[src/rtl/uart_pkg.sv]
// Shared constants and helpers for the UART receive timing path.
// Default divisor targets a 50 MHz clock at 115200 baud, 16x oversampling.
package uart_pkg;

    localparam int DEF_DIV_INT_50M  = 27;
    localparam int DEF_DIV_FRAC_50M = 2;

    // Sample window is OVS/2-SAMP_OFS_LO .. OVS/2+SAMP_OFS_HI
    localparam int SAMP_OFS_LO = 1;
    localparam int SAMP_OFS_HI = 1;

    localparam int MIN_DIV = 2;

    function automatic int OVS_IDX_W(input int ovs);
        return $clog2(ovs);
    endfunction

endpackage

[src/rtl/uart_frac_div.sv]
// Integer+fractional clock divider with shadowed divisor load.
// Emits a raw one-clock terminal-count pulse; resync restarts the period.
module uart_frac_div
    import uart_pkg::*;
#(
    parameter int DIV_W        = 16,
    parameter int FRAC_W       = 4,
    parameter int DEF_DIV_INT  = DEF_DIV_INT_50M,
    parameter int DEF_DIV_FRAC = DEF_DIV_FRAC_50M
) (
    input  logic              clk,
    input  logic              rst,
    input  logic              en,
    input  logic [DIV_W-1:0]  div_int,
    input  logic [FRAC_W-1:0] div_frac,
    input  logic              div_load,
    input  logic              resync,
    output logic              tick
);

    logic [DIV_W-1:0]  cnt;
    logic [DIV_W-1:0]  act_int;
    logic [DIV_W-1:0]  sh_int;
    logic [DIV_W-1:0]  ld_int;
    logic [FRAC_W-1:0] frac_acc;
    logic [FRAC_W-1:0] act_frac;
    logic [FRAC_W-1:0] sh_frac;
    logic              ext;
    logic              pend;
    logic              apply;
    logic [DIV_W:0]    period;
    logic [DIV_W:0]    last_cnt;
    logic [FRAC_W:0]   frac_sum;

    assign ld_int = (div_int < DIV_W'(MIN_DIV)) ?
                    DIV_W'(MIN_DIV) : div_int;

    assign period   = {1'b0, act_int} + (DIV_W+1)'(ext);
    assign last_cnt = period - (DIV_W+1)'(1);
    assign frac_sum = {1'b0, frac_acc} + {1'b0, act_frac};

    // >= keeps a smaller divisor applied while idle from skipping the wrap
    assign tick  = en && !resync && ({1'b0, cnt} >= last_cnt);
    assign apply = pend && (tick || !en);

    always_ff @(posedge clk or posedge rst) begin
        if (rst) begin
            cnt      <= '0;
            frac_acc <= '0;
            ext      <= 1'b0;
            pend     <= 1'b0;
            act_int  <= DIV_W'(DEF_DIV_INT);
            act_frac <= FRAC_W'(DEF_DIV_FRAC);
            sh_int   <= DIV_W'(DEF_DIV_INT);
            sh_frac  <= FRAC_W'(DEF_DIV_FRAC);
        end else if (resync) begin
            cnt      <= '0;
            frac_acc <= '0;
            ext      <= 1'b0;
            pend     <= 1'b0;
            if (div_load) begin
                act_int  <= ld_int;
                act_frac <= div_frac;
                sh_int   <= ld_int;
                sh_frac  <= div_frac;
            end else if (pend) begin
                act_int  <= sh_int;
                act_frac <= sh_frac;
            end
        end else begin
            if (tick) begin
                cnt             <= '0;
                {ext, frac_acc} <= frac_sum;
            end else if (en) begin
                cnt <= cnt + DIV_W'(1);
            end
            if (apply) begin
                act_int  <= sh_int;
                act_frac <= sh_frac;
            end
            if (div_load) begin
                sh_int  <= ld_int;
                sh_frac <= div_frac;
                pend    <= 1'b1;
            end else if (apply) begin
                pend <= 1'b0;
            end
        end
    end

endmodule

[src/rtl/uart_baud_tick_gen.sv]
// UART Rx oversample tick generator: phase index and bit-centre strobes.
// All outputs are registered off the raw divider tick.
module uart_baud_tick_gen
    import uart_pkg::*;
#(
    parameter int DIV_W        = 16,
    parameter int FRAC_W       = 4,
    parameter int OVS          = 16,
    parameter int DEF_DIV_INT  = DEF_DIV_INT_50M,
    parameter int DEF_DIV_FRAC = DEF_DIV_FRAC_50M
) (
    input  logic                      clk,
    input  logic                      rst,
    input  logic                      en,
    input  logic [DIV_W-1:0]          div_int,
    input  logic [FRAC_W-1:0]         div_frac,
    input  logic                      div_load,
    input  logic                      resync,
    output logic                      os_tick,
    output logic [OVS_IDX_W(OVS)-1:0] os_idx,
    output logic                      samp_tick,
    output logic                      samp_last,
    output logic                      bit_tick
);

    localparam int IW = OVS_IDX_W(OVS);

    localparam logic [IW-1:0] SAMP_LO = IW'(OVS/2 - SAMP_OFS_LO);
    localparam logic [IW-1:0] SAMP_HI = IW'(OVS/2 + SAMP_OFS_HI);

    logic          raw_tick;
    logic [IW-1:0] idx_nxt;
    logic          in_win;

    uart_frac_div #(
        .DIV_W       (DIV_W),
        .FRAC_W      (FRAC_W),
        .DEF_DIV_INT (DEF_DIV_INT),
        .DEF_DIV_FRAC(DEF_DIV_FRAC)
    ) u_div (
        .clk     (clk),
        .rst     (rst),
        .en      (en),
        .div_int (div_int),
        .div_frac(div_frac),
        .div_load(div_load),
        .resync  (resync),
        .tick    (raw_tick)
    );

    // OVS is a power of two, so the natural wrap gives mod OVS
    assign idx_nxt = os_idx + IW'(1);
    assign in_win  = (idx_nxt >= SAMP_LO) && (idx_nxt <= SAMP_HI);

    always_ff @(posedge clk or posedge rst) begin
        if (rst) begin
            os_tick   <= 1'b0;
            os_idx    <= '0;
            samp_tick <= 1'b0;
            samp_last <= 1'b0;
            bit_tick  <= 1'b0;
        end else if (resync) begin
            os_tick   <= 1'b0;
            os_idx    <= '0;
            samp_tick <= 1'b0;
            samp_last <= 1'b0;
            bit_tick  <= 1'b0;
        end else begin
            os_tick   <= raw_tick;
            samp_tick <= raw_tick && in_win;
            samp_last <= raw_tick && (idx_nxt == SAMP_HI);
            bit_tick  <= raw_tick && (idx_nxt == '0);
            if (raw_tick) begin
                os_idx <= idx_nxt;
            end
        end
    end

endmodule

[config.mk]
export PLATFORM = sky130hd
export DESIGN_NAME = uart_baud_tick_gen
export DESIGN_NICKNAME = d
export VERILOG_FILES = /design/src/rtl/uart_pkg.sv /design/src/rtl/uart_frac_div.sv /design/src/rtl/uart_baud_tick_gen.sv
export SDC_FILE = /design/constraint.sdc
export NUM_CORES = 1
export LEC_CHECK = 0
export ABC_AREA = 1
export BUFFER_PORTS_ARGS = -buffer_cell sky130_fd_sc_hd__buf_4
export CAP_MARGIN = 20
export CELL_PAD_IN_SITES_DETAIL_PLACEMENT = 1
export CELL_PAD_IN_SITES_GLOBAL_PLACEMENT = 2
export CORE_MARGIN = 2
export CORE_UTILIZATION = 36
export DETAILED_ROUTE_END_ITERATION = 10
export PLACE_DENSITY = 0.81
export SETUP_SLACK_MARGIN = 0.02
export SLEW_MARGIN = 10
export SYNTH_ARGS = -nofsm -noshare
export SYNTH_HDL_FRONTEND = slang
export SYNTH_SLANG_ARGS = --single-unit
[constraint.sdc]
create_clock -name clk -period 3.5 [get_ports clk]
set_input_delay 0.35 -clock clk [delete_from_list [all_inputs] [get_ports clk]]
set_output_delay 0.35 -clock clk [all_outputs]
set_load 0.02 [all_outputs]
==> results of run 1 <==
power groups by stage:
stage / Clock, mW / Sequential, mW / Combinational, mW
after detailed placement: 0 / 0.962 / 0.422
after floorplan: 0 / 0.942 / 0.306
after CTS: 1.01 / 0.949 / 0.426
after global placement: 0 / 0.958 / 0.400
final: 0.977 / 0.948 / 0.422
after global routing: 1.05 / 0.958 / 0.496
final cells by class:
cell class / instances / share of cell area (%)
multi-input combinational: 375 / 42.4
sequential: 70 / 36.4
timing repair buffer: 38 / 6.12
inverter: 63 / 4.93
clock buffer: 10 / 4.72
tap: 143 / 3.69
clock inverter: 6 / 1.78
metrics by stage:
step	util, %	setup WS [ns]	power (mW)	area [um^2]	hold WS, ns
detailed placement	39.8	0.0840	1.38	4490	0.493
floorplan	-	0.580	1.25	4120	0.464
global placement	39.8	0.254	1.36	4490	0.479
CTS	42.6	0.0724	2.38	4800	0.244
finish	43.0	0.340	2.35	4850	0.209
global route	43.0	0.0225	2.50	4850	0.267
registers in the layout (all words and copies together) (netlist names):
register / count
u_div.frac_acc: 4
bit_tick: 1
u_div.sh_int: 16
samp_tick: 1
u_div.act_frac: 4
os_tick: 1
u_div.act_int: 16
samp_last: 1
u_div.sh_frac: 4
os_idx: 4
u_div.ext: 1
u_div.cnt: 16
u_div.pend: 1
cells by family after synthesis:
logic type	share of synthesized area [%]
AOI/OAI and AO/OA	8.85
DFF	42.9
xor gates and xnor gates	5.32
buffers and inverters	7.99
adders and majority gates	8.69
and+or+nand+nor	26.3
timing repair:
action                                  4_1_cts  5_1_grt
resized for setup                             0       12
endpoints found under the hold margin         0        0
endpoints found under the setup margin        0       45
worst paths after layout:
kind	cells after the start	to	startpoint	slack, ns
max	20	u_div.act_int[8]	u_div.ext	0.34
min	2	os_idx[2]	rst	0.21
max reg2reg	20	u_div.act_int[8]	u_div.ext	0.34
min reg2reg	2	u_div.act_int[0]	u_div.act_int[0]	0.49
max in group asynchronous	3	u_div.sh_int[12]	rst	2.47
min in group clk	3	u_div.sh_frac[2]	div_frac[2]	0.26
per-layer routing:
layer / up-vias / global-route usage, %
met5: - / 0
met4: 0 / 7.08
met3: 12 / 3.01
met2: 39 / 29.4
met1: 1639 / 23.3
li1: 1754 / -
Yosys cell counts (all sizes together):
cell type,number
a21oi,13
a22oi,1
buf,8
clkbuf,10
clkinv,1
dfrtp,60
dfstp,10
fa,1
ha,27
inv,62
nand2,139
nand3,40
nand3b,2
nand4,4
nor2,43
nor3,15
nor3b,1
nor4,7
o21ai,52
o22ai,2
o31ai,1
or2,1
or3,1
xnor2,7
xor2,18
critical path: stages, from the launching register on:
cell and delay, ns:
dfrtp_1 0.36, inv_1 0.07, ha_1 0.19, nand2_2 0.11
nor3_2 0.16, nand2_1 0.09, or3_1 0.37, nor2_2 0.11
xor2_1 0.14, inv_1 0.06, ha_1 0.27, nand2_1 0.06
nor2_1 0.13, nand3_1 0.10, nor2_1 0.20, o21ai_4 0.09
nand2_2 0.10, nand2_2 0.11, buf_8 0.18, nand3_1 0.08
nand2_1 0.06
==> flow_metrics.tcl, run 1 <==
set metrics [dict create \
    status "finished, final reports clean" \
    synth_top_area_share_pct 36.5 \
    place_hpwl_um 7540 \
    grt_start_max_net_pins 45 \
    final_nets 610 \
    area_delta_synth_final_pct 17.8 \
    fp.dieH_um 111 \
    cts_made_buffers 9 \
    wl_met1_um 5000 \
    wl_met2_um 4630 \
    vias_per_cell 4.89 \
    yosys-top-cells-area "dfrtp_1 36%, nand2_1 12%, ha_1 8.2%" \
    multiInputGateArea_um2 2050 \
    final_common_cell "nand2_1" \
    cts_hold_buf 0 \
    grt_pass1_vias 3738 \
    cp.required_ns 3.73 \
    diodes 0 \
    clk_latency_ns 0.34 \
    synth_area_per_cell_um2 7.83 \
    hold_viol 0 \
    finClkSkew_ns 0.00482 \
    hp-class "primary input to async pin" \
    seqPwrFrac_pct 40.4 \
    dp_cells 689 \
    crit_arrival_ns 3.39 \
    nFillCells 1406 \
    die_w_um 111 \
    pwr_density_cell_nw_per_um2 484 \
    cp-start-kind "flip-flop" \
    yosysUniqueCellTypes 33 \
    synthesis.nets 579 \
    netlist_area_um2 4120 \
    area.sequential_um2 1760 \
    relSlewSlack_pct 40.5 \
    route.detailed.drc 0 \
    top_layer "met4" \
    yosysSeqAreaShare_pct 42.9 \
    maxSlewViolCount 0 \
    cts_root_buf "clkbuf_16" \
    grt-ovfl-total 0 \
    cts_buffer_depth 2 \
    fp-row-count 39 \
    drtIter0Drc 93 \
    drt-wirelength-per-cell_um 14.3 \
    fmax_ghz 0.316 \
    grt_util_all_layers_pct 17.8 \
    intPower_mw 1.67 \
    ant_nets 0 \
    switching_share_pct 28.9 \
    synth_seq_cells 70 \
    die_area_um2 12300 \
    cp_max_fo 20 \
    drive_gt1_share_pct 13.7 \
    num_vias 3444 \
    clkTransAtPathRegs_ns 0.06 \
    drv_cap 0 \
    switching_power_mw 0.678 \
    antenna_found_initial 0 \
    setup_viol 0 \
    ir_drop_mv 0.230 \
    p_clk_share_pct 41.6 \
    synth_area_leader_cell "dfrtp_1" \
    post-route-period-util_pct 90.3 \
    drt_first_pass_iters 4 \
    met3_length_um 246 \
    rsz0062_at_grt "no" \
    portBuffers 32 \
    h-tree-depth 3 \
    syn_inst 526 \
    fin_crit_ns 3.16 \
    start_util_pct 36.5 \
    cts.sinks 70 \
    layoutNonFillerInstCount 705 \
    fin_tns_setup_ns 0 \
    end_kind "flip-flop" \
    path_class "flip-flop to flip-flop" \
    yosys_warnings 0 \
    cts_tree "built" \
    grt_pass1_wl_um 17700 \
    cts_setup_buffers 0 \
    gp_congestion 0.781 \
    ios 33 \
    coreArea_um2 11300 \
    tightest_slew_ns 0.892 \
    wirelength_um 10100 \
    layout_common_cells "133 x nand2_1, 60 x inv_1, 60 x dfrtp_1" \
    leakage_nw 2.37 \
    combPwrFrac_pct 18.0 \
]
Power figures use the tool's default switching activity.
==> run 2, diff against run 1 <==
--- a/config.mk
+++ b/config.mk
@@ -12,6 +12,7 @@
 export CELL_PAD_IN_SITES_GLOBAL_PLACEMENT = 2
 export CORE_MARGIN = 2
 export CORE_UTILIZATION = 36
+export CTS_BUF_LIST = sky130_fd_sc_hd__clkbuf_16
 export DETAILED_ROUTE_END_ITERATION = 10
 export PLACE_DENSITY = 0.81
 export SETUP_SLACK_MARGIN = 0.02
==> run 2 against run 1 <==
Net effect: worst setup slack got worse by 0.00061 ns; non-clock buffer count stayed put; combinational power about the same; highest routed layer unchanged; critical endpoint unchanged.
==> flow_metrics.tcl, run 2 (synthesis gave the netlist of run 1 again) <==
set metrics [dict create \
    maxSlewViolCount 0 \
    r2r_start "u_div.ext" \
    setup_ws_ns 0.340 \
    start_util_pct 36.5 \
    die_area_um2 12300 \
    cts_made_buffers 9 \
    placed_area_um2 4490 \
    layout_common_cells "133 x nand2_1, 61 x inv_1, 60 x dfrtp_1" \
    fmax_ghz 0.316 \
    h-tree-depth 3 \
    rsz0062_at_grt "no" \
    fin_tns_setup_ns 0 \
    final_nets 610 \
    post-route-period-util_pct 90.3 \
    grt_util_all_layers_pct 17.8 \
    grt_pass1_vias 3740 \
    grt.busiest_layer "met2" \
    path_class "flip-flop to flip-flop" \
    ir_drop_mv 0.230 \
    gp_congestion 0.781 \
    grtUsageMet2_pct 29.4 \
    clkTransAtPathRegs_ns 0.06 \
    cp-start-kind "flip-flop" \
    clk_latency_ns 0.34 \
    drtIter0Drc 98 \
    hold_viol 0 \
    gr-usage-met3_pct 3.01 \
    crit_start "u_div.ext" \
    hp-class "primary input to async pin" \
    cts_hold_buf 0 \
    multiInputGateArea_um2 2050 \
    dp_slack_ns 0.0840 \
    cts_tree "built" \
    vias_per_cell 4.89 \
    grt_pass1_wl_um 17700 \
    fin_crit_ns 3.16 \
    setup_viol 0 \
    drv_cap 0 \
    reg_top3 "u_div.act_int: 16 flops, u_div.cnt: 16 flops, u_div.sh_int: 16 flops" \
    area.sequential_um2 1760 \
    grt-ovfl-total 0 \
    fp.dieH_um 111 \
    ios 33 \
    cts_root_buf "clkbuf_16" \
    crit_arrival_ns 3.39 \
    drive_gt1_share_pct 13.7 \
    drt_first_pass_iters 4 \
    place_hpwl_um 7540 \
    end_kind "flip-flop" \
    antenna_found_initial 0 \
    nFillCells 1406 \
    coreArea_um2 11300 \
    cp.required_ns 3.73 \
    cts.sinks 70 \
    grt_start_max_net_pins 45 \
    use_met1_pct 23.3 \
    die_w_um 111 \
    status "finished, final reports clean" \
    wirelength_um 10100 \
    tightest_slew_ns 0.892 \
    finClkSkew_ns 0.00488 \
    drt-wirelength-per-cell_um 14.3 \
    ant_nets 0 \
    cts_buffer_depth 2 \
    cp_max_fo 20 \
    leakage_nw 2.38 \
    final_common_cell "nand2_1" \
    relSlewSlack_pct 40.4 \
    area_delta_synth_final_pct 17.8 \
    diodes 0 \
    fp-row-count 39 \
    num_vias 3450 \
    final_cell_area_um2 4850 \
    portBuffers 32 \
    route.detailed.drc 0 \
    pwr_density_cell_nw_per_um2 483 \
]
==> run 2: changes by cell type in the layout (fill, tap and decap cells not counted), sizes merged <==
cell	before	now
inv	62	63
clkbuf	10	9
==> run 2: cell type report <==
type / count / share of cell area [%]
tap: 143 / 3.69
multi-input combinational: 375 / 42.4
inverter: 63 / 4.93
clock buffer: 9 / 4.65
timing repair buffer: 38 / 6.12
clock inverter: 7 / 1.86
sequential: 70 / 36.4
==> run 2: critical path, stage by stage (launching register included) <==
cell     delay [ns]
dfrtp_1        0.36
inv_1          0.07
ha_1           0.19
nand2_2        0.11
nor3_2         0.16
nand2_1        0.09
or3_1          0.37
nor2_2         0.11
xor2_1         0.14
inv_1          0.06
ha_1           0.27
nand2_1        0.06
nor2_1         0.13
nand3_1        0.10
nor2_1         0.20
o21ai_4        0.09
nand2_2        0.10
nand2_2        0.11
buf_8          0.18
nand3_1        0.08
nand2_1        0.06
==> run 2: per-stage QoR <==
step	instances	power, mW	hold slack (ns)	utilization (%)
2_1_floorplan	526	1.25	0.464	-
3_3_place_gp	689	1.36	0.479	39.8
3_5_place_dp	689	1.38	0.493	39.8
4_1_cts	705	2.38	0.244	42.6
5_1_grt	705	2.50	0.267	43.0
6_report	705	2.34	0.209	43.0
==> run 2: final timing paths <==
| path | cells after the start | to | slack (ns) |
|---|---|---|---|
| setup / recovery | 20 | u_div.act_int[8] | 0.34 |
| hold / removal | 2 | os_idx[2] | 0.21 |
| setup reg to reg | 20 | u_div.act_int[8] | 0.34 |
| hold reg to reg | 2 | u_div.act_int[0] | 0.49 |
| max in group asynchronous | 3 | u_div.sh_int[12] | 2.47 |
| min in group clk | 3 | u_div.sh_frac[2] | 0.26 |
==> run 2: where the power goes <==
part	switching [mW]	internal, mW	total, mW	leakage (nW)
clock	0.355	0.619	0.974	0.157
sequential	0.0607	0.887	0.948	0.893
combinational	0.263	0.159	0.422	1.33
==> run 2: repair_timing <==
action | 4_1_cts | 5_1_grt
endpoints found under the setup margin | 0 | 45
resized for setup | 0 | 12
hold endpoints to repair | 0 | 0
buffers inserted | 0 | 0
==> run 2: per-layer routing <==
| layer | vias to the layer above | wire, um |
|---|---|---|
| met1 | 1646 | 4990 |
| met3 | 12 | 245 |
| met2 | 39 | 4640 |
| li1 | 1753 | - |
| met4 | 0 | 187 |
| met5 | - | 0 |
==> run 3, diff against run 2 <==
--- a/config.mk
+++ b/config.mk
@@ -14,9 +14,11 @@
 export CORE_UTILIZATION = 36
 export CTS_BUF_LIST = sky130_fd_sc_hd__clkbuf_16
 export DETAILED_ROUTE_END_ITERATION = 10
-export PLACE_DENSITY = 0.81
+export GPL_TIMING_DRIVEN = 0
+export PLACE_DENSITY = 0.82
 export SETUP_SLACK_MARGIN = 0.02
 export SLEW_MARGIN = 10
 export SYNTH_ARGS = -nofsm -noshare
 export SYNTH_HDL_FRONTEND = slang
+export SYNTH_HIERARCHICAL = 1
 export SYNTH_SLANG_ARGS = --single-unit
==> run 3 against run 2 <==
Net effect: fmax is 1.4% lower; die area is 2.4% higher; sequential share of layout area is 2.0 points lower; sequential cell count stayed put; wire length is 8.7% higher; worst setup slack worse by 0.045 ns; critical path depth is 3 higher; utilization is 2.0 points higher; register-to-register slack worse by 0.04 ns; largest power group unchanged.
==> flow_metrics.tcl, run 3 <==
set metrics [dict create \
    r2r_cells 23 \
    status "finished, final reports clean" \
    pwr_density_cell_nw_per_um2 491 \
    drt-wirelength-per-cell_um 14.6 \
    synth_area_per_cell_um2 7.70 \
    finClkSkew_ns 0.00461 \
    hold_viol 0 \
    place_hpwl_um 8250 \
    yosysSeqAreaShare_pct 41.8 \
    netlist_area_um2 4220 \
    area.sequential_um2 1760 \
    clkTransAtPathRegs_ns 0.06 \
    cts_buffer_depth 2 \
    antenna_found_initial 0 \
    synth_area_leader_cell "dfrtp_1" \
    crit-reg2reg-capture "samp_tick" \
    placed_area_um2 4640 \
    synth_top_family_by_area "simple AND/OR/NAND/NOR gates" \
    dp_slack_ns -0.266 \
    clk_latency_ns 0.33 \
    coreArea_um2 11400 \
    hold_slack_ns 0.235 \
    leakage_nw 2.61 \
    cp_max_fo 7 \
    layout_common_cells "136 x nand2_1, 74 x inv_1, 60 x dfrtp_1" \
    end_kind "flip-flop" \
    grt_pass1_vias 3954 \
    grt_start_max_net_pins 63 \
    drt_first_pass_iters 4 \
    synth_ff_type "dfrtp_1" \
    final_cell_area_um2 5140 \
    gp_congestion 0.762 \
    synthSimpleGateAreaFrac_pct 28.4 \
    setup_viol 0 \
    multiInputGateArea_um2 2190 \
    async_flop_share_pct 100 \
    worstHoldStart "div_frac[1]" \
    h-tree-depth 3 \
    cp-start-kind "flip-flop" \
    wirelength_um 10900 \
    num_vias 3663 \
    fin_crit_ns 3.20 \
    grt_pass1_wl_um 19000 \
    start_util_pct 37.0 \
    path_class "flip-flop to flip-flop" \
    die_area_um2 12600 \
    synth_edf_count 0 \
    final_nets 655 \
    grt_util_all_layers_pct 18.8 \
    cp.required_ns 3.77 \
    cts_root_buf "clkbuf_16" \
    synthesis.nets 601 \
    synth_fa_ha_area_share_pct 8.48 \
    synth_common_cells "138 x nand2_1, 74 x inv_1, 60 x dfrtp_1, 56 x nor2_1, 45 x nand3_1" \
    diodes 0 \
    crit_arrival_ns 3.48 \
    synth_xor_area_share_pct 4.98 \
    yosys-top-cells-area "dfrtp_1 36%, nand2_1 12%, ha_1 8.0%" \
    synth_compound_area_share_pct 8.09 \
    synth_seq_cells 70 \
    fp-row-count 39 \
    min_to "u_div/sh_frac[1]" \
    grt-ovfl-total 0 \
    setup_ws_ns 0.295 \
    r2r_start "u_div/ext" \
    drtIter0Drc 120 \
    yosys_warnings 6 \
    min_path_cells 3 \
    drv_cap 0 \
    reg_top3 "u_div/act_int: 16 flops, u_div/cnt: 16 flops, u_div/sh_int: 16 flops" \
    final_common_cell "nand2_1" \
    cts_made_buffers 9 \
    ir_drop_mv 0.210 \
    synth_top_area_share_pct 35.6 \
    tightest_slew_ns 0.787 \
    synthMuxAreaShare_pct 0 \
    nFillCells 1438 \
    maxSlewViolCount 0 \
    ant_nets 0 \
    fp.dieH_um 112 \
    area_delta_synth_final_pct 21.7 \
    hp-class "primary input to flip-flop" \
    cts_tree "built" \
    post-route-period-util_pct 91.6 \
    route.detailed.drc 0 \
    portBuffers 32 \
    cts.sinks 70 \
    power.total_mw 2.52 \
    drive_gt1_share_pct 15.8 \
    ios 33 \
    yosysUniqueCellTypes 34 \
    relSlewSlack_pct 47.5 \
    synth_most_common_cell "nand2_1" \
    fmax_ghz 0.312 \
    r2r_slack_ns 0.30 \
    vias_per_cell 4.88 \
    die_w_um 112 \
    syn_inst 548 \
]
-- run 3: cell types whose count changed in the layout (fill, tap and decap cells not counted), moves of 7 or more --
cell	before	now
nand4_1	4	11
buf_4	36	44
nor3_1	14	7
o21ai_0	48	33
o22ai_1	2	17
inv_1	61	74
nor2_1	40	54
-- run 3: logic make-up (layout without fill, tap and decap cells) --
logic type | count (synthesis) | after routing
buf+inv | 89 | 148
xor+xnor | 24 | 24
compound gates | 62 | 62
simple gates | 275 | 275
fa+ha+maj | 28 | 28
flops | 70 | 70
-- run 3: how the worst max path moves through the flow --
| stage | startpoint | end |
|---|---|---|
| after detailed placement | u_div/ext | samp_tick |
| after global routing | u_div/ext | samp_tick |
| after floorplan | u_div/ext | samp_tick |
| final | u_div/ext | samp_tick |
| after CTS | u_div/ext | samp_tick |
| after global placement | u_div/ext | samp_tick |
-- run 3: final cells by class --
cell class                      count  share of cell area [%]
Multi-Input combinational cell    389                    42.6
Sequential cell                    70                    34.3
Timing Repair Buffer               43                    6.33
Inverter                           75                    5.53
Clock buffer                        9                    4.38
Tap cell                          143                    3.48
Clock inverter                      7                    2.07
Buffer                             14                    1.27
-- run 3: metal layers --
layer  routed length, um  GRT usage, %  up-vias
met1                5120          23.6     1728
met3                 301          3.62       19
met5                   0             0        -
met2                5260          31.7       46
met4                 263          8.29        0
li1                    -             -     1870
-- run 3: power by group --
| part | switching (mW) | internal (mW) | total (mW) |
|---|---|---|---|
| clock | 0.346 | 0.687 | 1.03 |
| combinational | 0.310 | 0.207 | 0.517 |
| sequential | 0.0752 | 0.899 | 0.975 |
| total | 0.731 | 1.79 | 2.52 |
-- run 3: critical path: stages (launching register included) --
cell and delay, ns:
dfrtp_1 0.38, inv_2 0.09, ha_4 0.17, nand3_4 0.10, nor2_4 0.16, buf_4 0.12, nand4_1 0.14, xnor2_1 0.22
inv_1 0.06, ha_1 0.34, inv_1 0.07, nor2_1 0.14, nand3_1 0.10, a21oi_2 0.12, nand2_2 0.11, nand2_4 0.10
nand2_4 0.08, inv_1 0.08, inv_1 0.07, nor2_4 0.17, nand4_1 0.12, nand2_1 0.08, nand2_1 0.05, inv_1 0.05
-- run 3: metrics by stage --
stage	utilization, %	instances	TNS [ns]
after global placement	40.6	723	-1.16
after floorplan	-	548	0
after global routing	45.0	750	-0.0497
after detailed placement	40.7	723	-1.17
after CTS	44.0	743	0
final	45.0	750	0
-- run 3: repair_timing --
action                     4_1_cts  5_1_grt
hold endpoints to repair         8        0
setup endpoints to repair       11       43
gates resized for setup          5       13
setup buffers                    3        7
hold buffers                     1        0
pin swaps                        4       10
